## config.mk

```make
export PLATFORM = sky130hd
export DESIGN_NAME = sprite_mover_flat
export DESIGN_NICKNAME = d
export VERILOG_FILES = /design/src/rtl/sprite_mover_if.sv /design/src/rtl/sprite_mover.sv /design/src/flat_wrapper.sv
export SDC_FILE = /design/constraint.sdc
export NUM_CORES = 1
export LEC_CHECK = 0
export CAP_MARGIN = 10
export CORE_MARGIN = 2
export CORE_UTILIZATION = 55
export CTS_BUF_LIST = sky130_fd_sc_hd__clkbuf_2
export DETAILED_ROUTE_END_ITERATION = 8
export GPL_TIMING_DRIVEN = 0
export PLACE_DENSITY = 0.77
export SYNTH_ARGS = -nofsm -noshare
export SYNTH_HDL_FRONTEND = slang
export SYNTH_SLANG_ARGS = --single-unit
```

## constraint.sdc

```tcl
create_clock -name clk -period 4.1 [get_ports clk]
set_input_delay 0.82 -clock clk [delete_from_list [all_inputs] [get_ports clk]]
set_output_delay 0.82 -clock clk [all_outputs]
set_load 0.005 [all_outputs]
```

## src/rtl/sprite_mover_if.sv

```systemverilog
// ============================================================================
// Module      : sprite_mover_if
// Description : Control, pixel-stream and status bundle for sprite_mover.
// Revision    : 1.0 - initial release
// ============================================================================
`default_nettype none

interface sprite_mover_if;
    logic       en;
    logic       dir_right;
    logic       dir_down;
    logic       move_x;
    logic       move_y;
    logic [2:0] colour;
    logic       plot;
    logic [7:0] x;
    logic [6:0] y;
    logic [2:0] colour_out;
    logic [7:0] x_ori;
    logic [6:0] y_ori;
    logic       busy;
    logic       done;

    modport master (
        output en, dir_right, dir_down, move_x, move_y, colour,
        input  plot, x, y, colour_out, x_ori, y_ori, busy, done
    );

    modport slave (
        input  en, dir_right, dir_down, move_x, move_y, colour,
        output plot, x, y, colour_out, x_ori, y_ori, busy, done
    );
endinterface

`default_nettype wire

```

## src/rtl/sprite_mover.sv

```systemverilog
// ============================================================================
// Module      : sprite_mover
// Description : Erases a rectangular sprite, moves its origin with wrap-around,
//               redraws it, then holds for a fixed number of cycles.
// Revision    : 1.0 - initial release
// ============================================================================
`default_nettype none

module sprite_mover #(
    parameter int SPR_W    = 4,
    parameter int SPR_H    = 1,
    parameter int X0       = 60,
    parameter int Y0       = 91,
    parameter int STEP     = 1,
    parameter int XMAX     = 159,
    parameter int YMAX     = 119,
    parameter int HOLD_CYC = 16666
) (
    input  logic           clk,
    input  logic           reset,
    sprite_mover_if.slave  bus
);

    typedef enum logic [2:0] {
        S_IDLE  = 3'd0,
        S_ERASE = 3'd1,
        S_MOVE  = 3'd2,
        S_DRAW  = 3'd3,
        S_HOLD  = 3'd4
    } state_t;

    localparam int              c_HW        = $clog2(HOLD_CYC) + 1;
    localparam logic [3:0]      c_COL_LAST  = 4'(SPR_W - 1);
    localparam logic [3:0]      c_ROW_LAST  = 4'(SPR_H - 1);
    localparam logic [c_HW-1:0] c_HOLD_LAST = c_HW'(HOLD_CYC - 1);
    localparam logic [8:0]      c_XLIM      = 9'(XMAX - SPR_W + 1);
    localparam logic [7:0]      c_YLIM      = 8'(YMAX - SPR_H + 1);
    localparam logic [8:0]      c_XSTEP     = 9'(STEP);
    localparam logic [7:0]      c_YSTEP     = 8'(STEP);

    state_t            r_state;
    logic [3:0]        r_col;
    logic [3:0]        r_row;
    logic [c_HW-1:0]   r_hold;
    logic [7:0]        r_x_ori;
    logic [6:0]        r_y_ori;
    logic [2:0]        r_colour;
    logic              r_dir_right;
    logic              r_dir_down;
    logic              r_move_x;
    logic              r_move_y;
    logic              r_plot;
    logic [7:0]        r_x;
    logic [6:0]        r_y;
    logic [2:0]        r_colour_out;
    logic              r_busy;
    logic              r_done;

    logic              w_last_col;
    logic              w_last_pix;
    logic [3:0]        w_ncol;
    logic [3:0]        w_nrow;
    logic [7:0]        w_px;
    logic [6:0]        w_py;
    logic [8:0]        w_x_right;
    logic [7:0]        w_y_down;
    logic [7:0]        w_nx;
    logic [6:0]        w_ny;

    assign w_last_col = (r_col == c_COL_LAST);
    assign w_last_pix = w_last_col && (r_row == c_ROW_LAST);
    assign w_ncol     = w_last_col ? 4'd0 : r_col + 4'd1;
    assign w_nrow     = w_last_col ? r_row + 4'd1 : r_row;
    assign w_px       = r_x_ori + {4'd0, w_ncol};
    assign w_py       = r_y_ori + {3'd0, w_nrow};

    // One extra bit so a step past the edge cannot alias back on-screen
    assign w_x_right  = {1'b0, r_x_ori} + c_XSTEP;
    assign w_y_down   = {1'b0, r_y_ori} + c_YSTEP;

    always_comb begin
        w_nx = r_x_ori;
        w_ny = r_y_ori;
        if (r_move_x) begin
            if (r_dir_right)
                w_nx = (w_x_right > c_XLIM) ? 8'd0 : w_x_right[7:0];
            else
                w_nx = ({1'b0, r_x_ori} < c_XSTEP) ? c_XLIM[7:0] : r_x_ori - c_XSTEP[7:0];
        end
        if (r_move_y) begin
            if (r_dir_down)
                w_ny = (w_y_down > c_YLIM) ? 7'd0 : w_y_down[6:0];
            else
                w_ny = ({1'b0, r_y_ori} < c_YSTEP) ? c_YLIM[6:0] : r_y_ori - c_YSTEP[6:0];
        end
    end

    // Outputs are registered: each branch loads what the next cycle presents
    always_ff @(posedge clk) begin
        if (reset) begin
            r_state      <= S_IDLE;
            r_col        <= '0;
            r_row        <= '0;
            r_hold       <= '0;
            r_x_ori      <= 8'(X0);
            r_y_ori      <= 7'(Y0);
            r_colour     <= '0;
            r_dir_right  <= 1'b0;
            r_dir_down   <= 1'b0;
            r_move_x     <= 1'b0;
            r_move_y     <= 1'b0;
            r_plot       <= 1'b0;
            r_x          <= 8'(X0);
            r_y          <= 7'(Y0);
            r_colour_out <= '0;
            r_busy       <= 1'b0;
            r_done       <= 1'b0;
        end else begin
            r_done <= 1'b0;
            case (r_state)
                S_IDLE: begin
                    if (bus.en) begin
                        r_state      <= S_ERASE;
                        r_colour     <= bus.colour;
                        r_dir_right  <= bus.dir_right;
                        r_dir_down   <= bus.dir_down;
                        r_move_x     <= bus.move_x;
                        r_move_y     <= bus.move_y;
                        r_col        <= '0;
                        r_row        <= '0;
                        r_plot       <= 1'b1;
                        r_x          <= r_x_ori;
                        r_y          <= r_y_ori;
                        r_colour_out <= '0;
                        r_busy       <= 1'b1;
                    end
                end
                S_ERASE, S_DRAW: begin
                    if (w_last_pix) begin
                        r_col        <= '0;
                        r_row        <= '0;
                        r_plot       <= 1'b0;
                        r_x          <= r_x_ori;
                        r_y          <= r_y_ori;
                        r_colour_out <= '0;
                        if (r_state == S_ERASE) begin
                            r_state <= S_MOVE;
                        end else begin
                            r_state <= S_HOLD;
                            r_hold  <= '0;
                            r_done  <= (HOLD_CYC == 1);
                        end
                    end else begin
                        r_col <= w_ncol;
                        r_row <= w_nrow;
                        r_x   <= w_px;
                        r_y   <= w_py;
                    end
                end
                S_MOVE: begin
                    r_state      <= S_DRAW;
                    r_x_ori      <= w_nx;
                    r_y_ori      <= w_ny;
                    r_col        <= '0;
                    r_row        <= '0;
                    r_plot       <= 1'b1;
                    r_x          <= w_nx;
                    r_y          <= w_ny;
                    r_colour_out <= r_colour;
                end
                S_HOLD: begin
                    if (r_hold == c_HOLD_LAST) begin
                        r_state <= S_IDLE;
                        r_hold  <= '0;
                        r_busy  <= 1'b0;
                    end else begin
                        r_hold <= r_hold + c_HW'(1);
                        r_done <= ((r_hold + c_HW'(1)) == c_HOLD_LAST);
                    end
                end
                default: begin
                    r_state <= S_IDLE;
                    r_busy  <= 1'b0;
                    r_plot  <= 1'b0;
                end
            endcase
        end
    end

    assign bus.plot       = r_plot;
    assign bus.x          = r_x;
    assign bus.y          = r_y;
    assign bus.colour_out = r_colour_out;
    assign bus.x_ori      = r_x_ori;
    assign bus.y_ori      = r_y_ori;
    assign bus.busy       = r_busy;
    assign bus.done       = r_done;

endmodule

`default_nettype wire

```

## src/flat_wrapper.sv

```systemverilog
// flat-port wrapper written by rule: the top's interface ports become plain ports
module sprite_mover_flat 
#(
    parameter int SPR_W    = 4,
    parameter int SPR_H    = 1,
    parameter int X0       = 60,
    parameter int Y0       = 91,
    parameter int STEP     = 1,
    parameter int XMAX     = 159,
    parameter int YMAX     = 119,
    parameter int HOLD_CYC = 16666
)
  (clk, reset, bus_en, bus_dir_right, bus_dir_down, bus_move_x, bus_move_y, bus_colour, bus_plot, bus_x, bus_y, bus_colour_out, bus_x_ori, bus_y_ori, bus_busy, bus_done);
  sprite_mover_if bus_i ();
  input  logic clk;
  input  logic reset;
  input wire logic [$bits(bus_i.en)-1:0] bus_en;
  input wire logic [$bits(bus_i.dir_right)-1:0] bus_dir_right;
  input wire logic [$bits(bus_i.dir_down)-1:0] bus_dir_down;
  input wire logic [$bits(bus_i.move_x)-1:0] bus_move_x;
  input wire logic [$bits(bus_i.move_y)-1:0] bus_move_y;
  input wire logic [$bits(bus_i.colour)-1:0] bus_colour;
  output wire logic [$bits(bus_i.plot)-1:0] bus_plot;
  output wire logic [$bits(bus_i.x)-1:0] bus_x;
  output wire logic [$bits(bus_i.y)-1:0] bus_y;
  output wire logic [$bits(bus_i.colour_out)-1:0] bus_colour_out;
  output wire logic [$bits(bus_i.x_ori)-1:0] bus_x_ori;
  output wire logic [$bits(bus_i.y_ori)-1:0] bus_y_ori;
  output wire logic [$bits(bus_i.busy)-1:0] bus_busy;
  output wire logic [$bits(bus_i.done)-1:0] bus_done;
  assign bus_i.en = bus_en;
  assign bus_i.dir_right = bus_dir_right;
  assign bus_i.dir_down = bus_dir_down;
  assign bus_i.move_x = bus_move_x;
  assign bus_i.move_y = bus_move_y;
  assign bus_i.colour = bus_colour;
  assign bus_plot = bus_i.plot;
  assign bus_x = bus_i.x;
  assign bus_y = bus_i.y;
  assign bus_colour_out = bus_i.colour_out;
  assign bus_x_ori = bus_i.x_ori;
  assign bus_y_ori = bus_i.y_ori;
  assign bus_busy = bus_i.busy;
  assign bus_done = bus_i.done;
  sprite_mover #(.SPR_W(SPR_W), .SPR_H(SPR_H), .X0(X0), .Y0(Y0), .STEP(STEP), .XMAX(XMAX), .YMAX(YMAX), .HOLD_CYC(HOLD_CYC)) u_core (.clk(clk), .reset(reset), .bus(bus_i));
endmodule
```

* After elaboration in Yosys (flattened, before gate mapping) *
Cells that the tools add are included.

storage, ports and cells
  logic and storage cells = 96
  memories = 0
  bits in writable memories = 0
  bits in latches = 0
  bits in read-only memories = 0
  output and inout port bits = 36
  input port bits = 10
  bits in registers = 70

operators by class
  reduce and logical (&&, ||, !) cells = 15
  muxes and demuxes = 38
  multipliers = 0
  add/sub/neg operators = 9
  div/mod/pow operators = 0
  bitwise operators = 2
  magnitude comparators = 4
  equal/unequal tests = 11
  shifts and indexed selects = 0

operators with widths
  operator                                                        number
  2-to-1 mux 16 bit                                               3
  2-to-1 mux 8 bit                                                6
  2-to-1 mux 7 bit                                                6
  equality test 16 x 15 -> 1 bit (second input constant)          2
  one-hot mux 16 bit (2 select lines)                             1
  one-hot mux 4 bit (3 select lines)                              2
  one-hot mux 8 bit (3 select lines)                              1
  one-hot mux 7 bit (3 select lines)                              1
  2-to-1 mux 4 bit                                                5
  2-to-1 mux 3 bit                                                6
  adder 16 x 1 -> 16 bit (second input constant)                  1
  AND reduction 3 bit                                             5
  one-hot mux 3 bit (4 select lines)                              1
  adder 8 x 1 -> 9 bit (second input constant)                    1
  greater-than comparator 9 x 8 -> 1 bit (second input constant)  1
  one-hot mux 3 bit (3 select lines)                              1
  adder 4 x 1 -> 4 bit (second input constant)                    2
  adder 7 x 1 -> 8 bit (second input constant)                    1
  adder 8 x 4 -> 8 bit                                            1
  greater-than comparator 8 x 7 -> 1 bit (second input constant)  1
  less-than comparator 8 x 1 -> 1 bit (second input constant)     1
  subtractor 8 x 1 -> 8 bit (second input constant)               1
  adder 7 x 4 -> 7 bit                                            1
  less-than comparator 7 x 1 -> 1 bit (second input constant)     1
  other kinds (19)                                                27

* Logic depth before layout (Yosys ltp) *
Gate-level depths: netlist of run 1.

  depth in word-level cells = 6
  mapped depth = 13
  mapped depth without buffers = 12

* Least setup slack after synthesis of run 1 *
Ideal clock, no wire load.

  kind = register to register
  start point = register u_core.r_col[0]
  end point = register u_core.r_y[6] (netlist: u_core.bus.y[6])
  required time = 3983 ps
  period minus slack after synthesis = 2601 ps
  stages on the path, launching flop included = 14
  setup time = 117 ps
  buffers on the path = 1
  slack = 1499 ps
  data arrival time = 2484 ps
  path through = dfxtp_1 > ha_1 > nor3b_2 > buf_2 > xnor2_1 > ha_1 > inv_1 > fa_1 > nand2b_1 > a21oi_1 > nand4_1 > xor2_1 > o21ai_0 > o22a_1

on the way
  longest elaborated chain between the ends = 5
  elaborated cells between the ends (all ways) = 6
  those cells by class = 1 x add/sub; 1 x eq/ne; 3 x mux; 1 x reduce/logical

ends and longest elaborated chain
  item                                    RTL line             source
  start: declaration                      sprite_mover.sv:42   logic [3:0] r_col;
  start signal: assignment                sprite_mover.sv:154  r_col <= w_ncol;
  equality test 4 x 2 -> 1 bit (*)        sprite_mover.sv:70   assign w_last_col = (r_col == c_COL_LAST);
  2-to-1 mux 4 bit                        sprite_mover.sv:73   assign w_nrow = w_last_col ? r_row + 4'd1 : r_row;
  adder 7 x 4 -> 7 bit                    sprite_mover.sv:75   assign w_py = r_y_ori + {3'd0, w_nrow};
  2-to-1 mux 7 bit (*)                    sprite_mover.sv:139  if (w_last_pix) begin
  one-hot mux 7 bit (3 select lines) (*)  sprite_mover.sv:120  case (r_state)
  end signal: assignment                  sprite_mover.sv:114  r_y <= 7'(Y0);
  end signal: assignment                  sprite_mover.sv:133  r_y <= r_y_ori;
  end signal: assignment                  sprite_mover.sv:144  r_y <= r_y_ori;
  end: declaration                        sprite_mover.sv:54   logic [6:0] r_y;

Mark *: on every way between the ends. The rest lies on a longest branch, timed or not.
A chain may end at the register's enable or synchronous reset.

* Worst setup path in the final report of run 1 *
Ends and elaborated chain as after synthesis.

==> metrics.cfg, run 1 <==
[clocking]
clockBufferDepth = 2
clockRootBuffer = clkbuf_2
clkTransAtPathRegs_ns = 0.23
numCtsBuffers = 9
cts_resized = 0
htreeDepth = 3
post_cts_buffers = 0
cts_tree = done
insertion_delay_ns = 0.54
postCtsHoldBufs = 0
cts_sinks = 70

[sta]
relSlewSlack_pct = 48.4
fin_tns_setup_ns = 0
finalHoldViolCount = 0
fin_skew_ns = 0.0454
timing_max_transition_violations_final = 0
fin_ws_ns = 0.991
setup_viol = 0
worst_pin_slew_ns = 0.773
hold_ws_ns = 0.478
fin_crit_ns = 3.11
rsz0062_at_grt = false
max_freq_mhz = 322
fin_crit_sh_pct = 75.8

[run]
drv_cap = 0

[die]
core_region_area_mm2 = 0.00876
start_util_pct = 57.2
design.die.area_mm2 = 0.00989
die_w_um = 99.4
rows = 34
pin_count = 46
die_y_um = 99.4

[routing]
drt-vias-per-instance = 6.56
drtAntennaViolNets = 0
drtIter0Drc = 464
routed_wl_um = 15300
wl_per_cell_um = 18.5
drc = 0
vias = 5431
dr.pass1.iters = 5

[final_layout]
n_antenna_cell = 0
final_common_cell = dfxtp_1
multi_input_area_mm2 = 0.00327
layout-drive-gt1-share_pct = 10.3
num-fill-cells = 788
fin_area_mm2 = 0.00574
final_util_pct = 65.5
area_growth_pct = 14.5
most-common-layout-cells = dfxtp_1, nand2_1, nor2_1
regArea_mm2 = 0.00140
layout.nets = 746

[power_and_ir_drop]
irDropWorstVdd_uv = 191
p_comb_share_pct = 11.2
pwr-share-clk_pct = 35.9
p_int_uw = 958
pwr-share-seq_pct = 52.9
p_per_area_mw_per_mm2 = 233
leakage_nw = 2.00
swShare_pct = 28.4
p_sw_uw = 380

[grt]
grt_pass1_vias = 4907
track_usage_pct = 31.2
grt_max_degree = 14
antenna_found_initial = 0
grt_pass1_wl_um = 24800
grt-ovfl-total = 0

[synth]
synth_top_area_share_pct = 28.0
synthCells = 659
synth-seq-area-share_pct = 28.0
synth_area_leader_cell = dfxtp_1
synth-edff-count = 0
yosys_register_bits = 70
synth_flop_cell = dfxtp_1
netlist_area_mm2 = 0.00501
synthDistinctLibCells = 80
syn_avg_cell_area_um2 = 7.60
synth_warnings = 0
synth_area_leaders = dfxtp_1, a21oi_1, nand2_1, nor2_1, ha_1
synth_nets = 690
synthArstFlopShare_pct = 0

[critical_path]
cpMostUsedCell = ha_1
slowest_delay_ns = 0.45
reg2reg_slack_ns = 0.99
r2r_start = u_core.r_col[0]
worstSetupStartpoint = u_core.r_col[0]
critPathLaunchType = register
critPathSlowestCell = dfxtp_1
worstPathMaxFanout = 10
path_cells = ha_1 > nor3b_2 > buf_2 > xnor2_1 > ha_1 > inv_1 > fa_1 > nand2b_1 > a21oi_1 > nand4_1 > xor2_1 > o21ai_0 > o22a_1
endpoint_kind = register
rr_worst_depth = 13
crit_type = register to register
cp.required_ns = 4.59
worstReg2RegEnd = u_core.bus.y[6]
worstPathArrival_ns = 3.60

[min_path]
hold_path_end = u_core.r_colour[2]
holdPathStages = 2
hold_path.class = register to register
worstHoldStart = u_core.r_colour[2]

[place]
pre_cts_ws_ns = 1.12
gp_congestion = 0.935
port_buffers = 45
hpwlAfterDp_um = 11300
postPlaceCellArea_mm2 = 0.00560

[outcome]
status = completed

## cell type report
cell class                      instances  area share [%]
Clock inverter                          7            1.68
Inverter                               19            1.24
Clock buffer                            9           0.785
Buffer                                 59            4.69
Sequential cell                        70            24.4
Tap cell                              108            2.36
Timing Repair Buffer                   45            7.85
Multi-Input combinational cell        511            57.0
## critical path: cells and delay by family, from the launching register on
family / cells / cell delay [ns]
buf+inv: 2 / 0.31
compound gates: 3 / 0.59
flops: 1 / 0.45
fa+ha+maj: 3 / 0.81
xor+xnor: 2 / 0.35
simple gates: 3 / 0.58
## per-stage QoR
step	total power, mW	cells
final	1.34	828
after global routing	1.38	828
after CTS	1.34	828
after detailed placement	0.867	812
after global placement	0.865	812
after floorplan	0.802	659
## state kept, by name, summed over array words and instances (netlist names)
register               count
u_core.r_hold             16
u_core.bus.colour_out      3
u_core.bus.busy            1
u_core.bus.done            1
u_core.r_move_y            1
u_core.r_col               4
u_core.bus.y               7
u_core.bus.x               8
u_core.r_dir_right         1
u_core.r_dir_down          1
u_core.bus.y_ori           7
u_core.r_colour            3
u_core.bus.x_ori           8
u_core.r_move_x            1
u_core.r_row               4
u_core.r_state             3
u_core.bus.plot            1
## worst max path at each step
stage	to	slack [ns]	cells after the start
2_1_floorplan	u_core.bus.y[6]	1.50	13
3_3_place_gp	u_core.bus.y[6]	1.16	13
3_5_place_dp	u_core.bus.y[6]	1.12	13
4_1_cts	u_core.bus.y[6]	1.07	13
5_1_grt	u_core.bus.y[6]	0.73	13
6_report	u_core.bus.y[6]	0.99	13
## layer usage
metal  up-vias  share of wire, %  wire length [µm]  GRT usage [%]
met5         -                 0                 0              0
met3        44               8.8              1350           5.69
met4         0               3.1               473           12.0
met1      2554                43              6550           42.8
met2       281                45              6910           48.9
li1       2552                 -                 -              -
## synth_stat cells (5+ instances only)
master and n:
and2_1 6, ha_1 19, clkbuf_1 24, nand2b_1 12
a22oi_1 10, a311oi_1 16, nand3_1 23, nor2b_1 5
nand2_1 69, xor2_1 6, o31ai_1 5, a211oi_1 5
o21ai_1 7, nor2_1 64, or3_1 8, o22ai_1 5
dfxtp_1 70, o211ai_1 5, a31oi_1 16, inv_1 18
a21oi_1 53, nor3_1 23, nand4_1 8, o31a_1 5
buf_2 29, nor4b_1 5, xnor2_1 13, o21a_1 5
nand3b_1 6, o21ai_0 25, nor4_1 5
## power groups by stage
stage / Clock (mW) / Sequential (mW) / Combinational (mW)
floorplan: 0 / 0.720 / 0.0827
global placement: 0 / 0.721 / 0.143
detailed placement: 0 / 0.722 / 0.145
CTS: 0.482 / 0.708 / 0.146
global route: 0.509 / 0.711 / 0.160
finish: 0.480 / 0.708 / 0.150
## cells by family (layout without fill, tap and decap cells)
group | after synthesis | count (layout) | synth area share, %
AND/OR/NAND/NOR | 263 | 263 | 27.4
AO/OA/AOI/OAI | 202 | 202 | 27.7
buffers and inverters | 78 | 139 | 6.79
flip-flops | 70 | 70 | 28.0
adder cells (fa/ha/maj) | 21 | 21 | 5.54
XOR/XNOR | 19 | 19 | 3.32
multiplexers | 6 | 6 | 1.30
(Power assumes the default switching activity.)
==> run 2, diff against run 1 <==
==> constraint.sdc (replaced) <==
create_clock -name clk -period 2.9 [get_ports clk]
set_input_delay 0.58 -clock clk [delete_from_list [all_inputs] [get_ports clk]]
set_output_delay 0.58 -clock clk [all_outputs]
set_load 0.005 [all_outputs]
==> metrics.cfg, run 2 (same netlist as run 1, synthesis figures left out) <==
[outcome]
status = completed

[clocking]
htreeDepth = 3
numCtsBuffers = 9
postCtsHoldBufs = 0
cts_tree = done
clockBufferDepth = 2
insertion_delay_ns = 0.54
cts_sinks = 70
clockRootBuffer = clkbuf_2
clkTransAtPathRegs_ns = 0.22

[routing]
dr.pass1.iters = 9
wl_per_cell_um = 18.6
vias = 5443
drtAntennaViolNets = 0
drtIter0Drc = 472
routed_wl_um = 15500
drc = 0
drt-vias-per-instance = 6.54

[final_layout]
n_antenna_cell = 0
final_util_pct = 66.2
num-fill-cells = 780
layout.nets = 750
most-common-layout-cells = nand2_1, dfxtp_1, nor2_1
stdcell_count = 832
fin_area_mm2 = 0.00580
layout-drive-gt1-share_pct = 11.9
regArea_mm2 = 0.00140
final_common_cell = nand2_1
largest_reg_flops = 16
area_growth_pct = 15.9
multi_input_area_mm2 = 0.00330
top_register = u_core.r_hold

[power_and_ir_drop]
p_per_area_mw_per_mm2 = 325
p_comb_share_pct = 11.3
pwr-share-clk_pct = 35.7
irDropWorstVdd_uv = 270
p_sw_uw = 532
p_total_mw = 1.89
swShare_pct = 28.2
leakage_nw = 2.03
pwr-share-seq_pct = 53.0
p_int_mw = 1.36

[critical_path]
worstReg2RegEnd = u_core.bus.y[3]
r2r_start = u_core.r_col[0]
worstPathArrival_ns = 3.24
reg2reg_slack_ns = 0.13
worstSetupStartpoint = u_core.r_col[0]
endpoint_kind = register
cp.required_ns = 3.37
critPathLaunchType = register
crit_type = register to register
rr_worst_depth = 12
worstPathMaxFanout = 6

[die]
core_region_area_mm2 = 0.00876
design.die.area_mm2 = 0.00989
pin_count = 46
start_util_pct = 57.2
rows = 34
die_w_um = 99.4
die_y_um = 99.4

[place]
gp_congestion = 0.935
pre_cts_ws_ns = -0.0836
place_inst = 812
port_buffers = 45
hpwlAfterDp_um = 11300
postPlaceCellArea_mm2 = 0.00560

[grt]
grt_max_degree = 14
antenna_found_initial = 0
grt-ovfl-total = 0
grt_pass1_wl_um = 24900
track_usage_pct = 31.3
grt_pass1_vias = 4917

[min_path]
holdPathStages = 2
hold_path.class = register to register
hold_path_end = u_core.r_colour[2]
worstHoldStart = u_core.r_colour[2]

[sta]
max_freq_mhz = 361
setup_viol = 0
hold_ws_ns = 0.477
fin_ws_ns = 0.130
relSlewSlack_pct = 47.6
fin_crit_sh_pct = 95.5
worst_pin_slew_ns = 0.786
timing_max_transition_violations_final = 0
rsz0062_at_grt = false
fin_skew_ns = 0.0385
fin_crit_ns = 2.77
finalHoldViolCount = 0
fin_tns_setup_ns = 0

[run]
drv_cap = 0

## run 2: cell type report
cell class              instances  area share [%]
clock buffers                   9           0.776
inverters                      19            1.23
plain buffers                  59            4.74
flip-flops and latches         70            24.2
repair buffers                 49            8.28
well taps                     108            2.33
clock inverters                 7            1.66
multi-input cells             511            56.8
## run 2: routing by layer
metal	wire length (µm)	GRT usage, %
met5	0	0
met3	1590	5.76
met1	6300	42.8
met4	481	12.2
met2	7120	49.2
## run 2: how the worst max path moves through the flow
| stage | endpoint | depth (start not counted) | slack (ns) |
|---|---|---|---|
| CTS | u_core.bus.y[6] | 12 | 0.005 |
| finish | u_core.bus.y[3] | 12 | 0.13 |
| global placement | u_core.bus.y[6] | 13 | -0.04 |
| floorplan | u_core.bus.y[6] | 13 | 0.30 |
| detailed placement | u_core.bus.y[6] | 13 | -0.08 |
| global route | u_core.bus.y[3] | 12 | 0.006 |
## run 2: critical path, cell delays in order, from the launching register on
cell      delay [ns]
dfxtp_2         0.41
ha_2            0.20
nor3b_4         0.21
buf_6           0.16
buf_4           0.13
nand2_1         0.07
xnor2_1         0.26
ha_1            0.32
a21o_1          0.19
xor2_1          0.14
a221oi_1        0.36
o21ai_1         0.13
o21a_1          0.12
## run 2: power by group through the flow
stage / Combinational, mW / Sequential, mW / Clock [mW]
after floorplan: 0.117 / 1.02 / 0
after global placement: 0.203 / 1.02 / 0
after detailed placement: 0.205 / 1.02 / 0
after CTS: 0.206 / 1.00 / 0.681
after global routing: 0.228 / 1.01 / 0.720
final: 0.213 / 1.00 / 0.674
## run 2: repair_timing
item | CTS | global route
endpoints found under the hold margin | 0 | 0
endpoints found under the setup margin | 1 | 6
pin swaps | 0 | 3
setup buffers | 0 | 4
resized for setup | 4 | 9
==> run 3, diff against run 2 <==
--- a/config.mk
+++ b/config.mk
@@ -12,6 +12,7 @@
 export DETAILED_ROUTE_END_ITERATION = 8
 export GPL_TIMING_DRIVEN = 0
 export PLACE_DENSITY = 0.77
+export SKIP_CTS_REPAIR_TIMING = 1
 export SYNTH_ARGS = -nofsm -noshare
 export SYNTH_HDL_FRONTEND = slang
 export SYNTH_SLANG_ARGS = --single-unit
==> metrics.cfg, run 3 (same netlist as run 1, synthesis figures left out) <==
[final_layout]
layout-drive-gt1-share_pct = 11.9
final_common_cell = nand2_1
top_register = u_core.r_hold
n_antenna_cell = 0
final_util_pct = 66.2
area_growth_pct = 15.8
largest_reg_flops = 16
most-common-layout-cells = nand2_1, dfxtp_1, nor2_1
layout.nets = 750

[sta]
finalHoldViolCount = 0
hold_ws_ns = 0.477
max_freq_mhz = 365
fin_crit_sh_pct = 94.5
fin_ws_ns = 0.160
relSlewSlack_pct = 49.9
worst_pin_slew_ns = 0.751
fin_tns_setup_ns = 0
fin_skew_ns = 0.0414
timing_max_transition_violations_final = 0
setup_viol = 0
fin_crit_ns = 2.74

[min_path]
hold_path.class = register to register
hold_path_end = u_core.r_colour[2]
worstHoldStart = u_core.r_colour[2]
holdPathStages = 2

[power_and_ir_drop]
pwr-share-clk_pct = 35.9
pwr-share-seq_pct = 52.9
p_int_mw = 1.36
p_sw_uw = 538
p_per_area_mw_per_mm2 = 326
leakage_nw = 2.03
p_comb_share_pct = 11.3
swShare_pct = 28.4
irDropWorstVdd_uv = 271

[die]
die_y_um = 99.4
start_util_pct = 57.2
core_region_area_mm2 = 0.00876
design.die.area_mm2 = 0.00989
die_w_um = 99.4
rows = 34
pin_count = 46

[grt]
grt_pass1_vias = 4907
antenna_found_initial = 0
track_usage_pct = 31.2
grt_pass1_wl_um = 24800
grt-ovfl-total = 0
grt_max_degree = 14

[clocking]
cts_tree = done
cts_sinks = 70
clkTransAtPathRegs_ns = 0.23
numCtsBuffers = 9
htreeDepth = 3
clockBufferDepth = 2
clockRootBuffer = clkbuf_2
insertion_delay_ns = 0.54

[critical_path]
r2r_start = u_core.r_col[0]
endpoint_kind = register
worstPathMaxFanout = 5
cp.required_ns = 3.38
critPathLaunchType = register
worstReg2RegEnd = u_core.bus.y[6]
rr_worst_depth = 13
worstPathArrival_ns = 3.22
crit_type = register to register
reg2reg_slack_ns = 0.16

[run]
drv_cap = 0

[routing]
dr.pass1.iters = 7
drtIter0Drc = 470
drc = 0
wl_per_cell_um = 18.7
routed_wl_um = 15500
vias = 5442
drtAntennaViolNets = 0
drt-vias-per-instance = 6.54

[place]
gp_congestion = 0.935
port_buffers = 45
pre_cts_ws_ns = -0.0836
hpwlAfterDp_um = 11300

[outcome]
status = completed

==> run 3: power groups by stage <==
stage | clock (mW) | combinational [mW] | sequential (mW)
2_1_floorplan | 0 | 0.117 | 1.02
3_3_place_gp | 0 | 0.203 | 1.02
3_5_place_dp | 0 | 0.205 | 1.02
4_1_cts | 0.681 | 0.206 | 1.00
5_1_grt | 0.720 | 0.228 | 1.01
6_report | 0.679 | 0.213 | 1.00
==> run 3: worst max-delay path by stage <==
stage | depth (start not counted) | slack (ns) | to | startpoint
6_report | 13 | 0.16 | u_core.bus.y[6] | u_core.r_col[0]
5_1_grt | 13 | -0.03 | u_core.bus.y[6] | u_core.r_col[0]
4_1_cts | 13 | -0.13 | u_core.bus.y[6] | u_core.r_col[0]
3_5_place_dp | 13 | -0.08 | u_core.bus.y[6] | u_core.r_col[0]
3_3_place_gp | 13 | -0.04 | u_core.bus.y[6] | u_core.r_col[0]
2_1_floorplan | 13 | 0.30 | u_core.bus.y[6] | u_core.r_col[0]
==> run 3: critical path: stages, from the launching register on <==
cell      delay (ns)
dfxtp_2         0.41
ha_2            0.20
nor3b_4         0.24
buf_6           0.16
xnor2_2         0.12
ha_2            0.22
inv_1           0.05
fa_2            0.34
nand2b_1        0.18
a21oi_2         0.17
nand4_1         0.13
xor2_1          0.17
o21ai_1         0.16
o22a_1          0.13
==> run 3: layout make-up <==
cell class | instances | area [µm²]
multi-input cells | 511 | 3300
fillers | 778 | 2960
flip-flops and latches | 70 | 1400
repair buffers | 49 | 478
plain buffers | 59 | 275
well taps | 108 | 135
clock inverters | 7 | 96.3
inverters | 19 | 71.3
clock buffers | 9 | 45.0
==> run 3: routing by layer <==
metal  GRT usage [%]  vias up  share of wire [%]
li1                -     2557                  -
met1            42.8     2541                 42
met2            48.9      301                 45
met3            5.69       43                 10
met4            12.0        0                3.0
met5               0        -                  0
==> run 3: stage by stage <==
| step | total power, mW | area, µm² | std cells |
|---|---|---|---|
| 2_1_floorplan | 1.13 | 5010 | 659 |
| 3_3_place_gp | 1.22 | 5600 | 812 |
| 3_5_place_dp | 1.23 | 5600 | 812 |
| 4_1_cts | 1.89 | 5740 | 828 |
| 5_1_grt | 1.95 | 5800 | 832 |
| 6_report | 1.89 | 5800 | 832 |
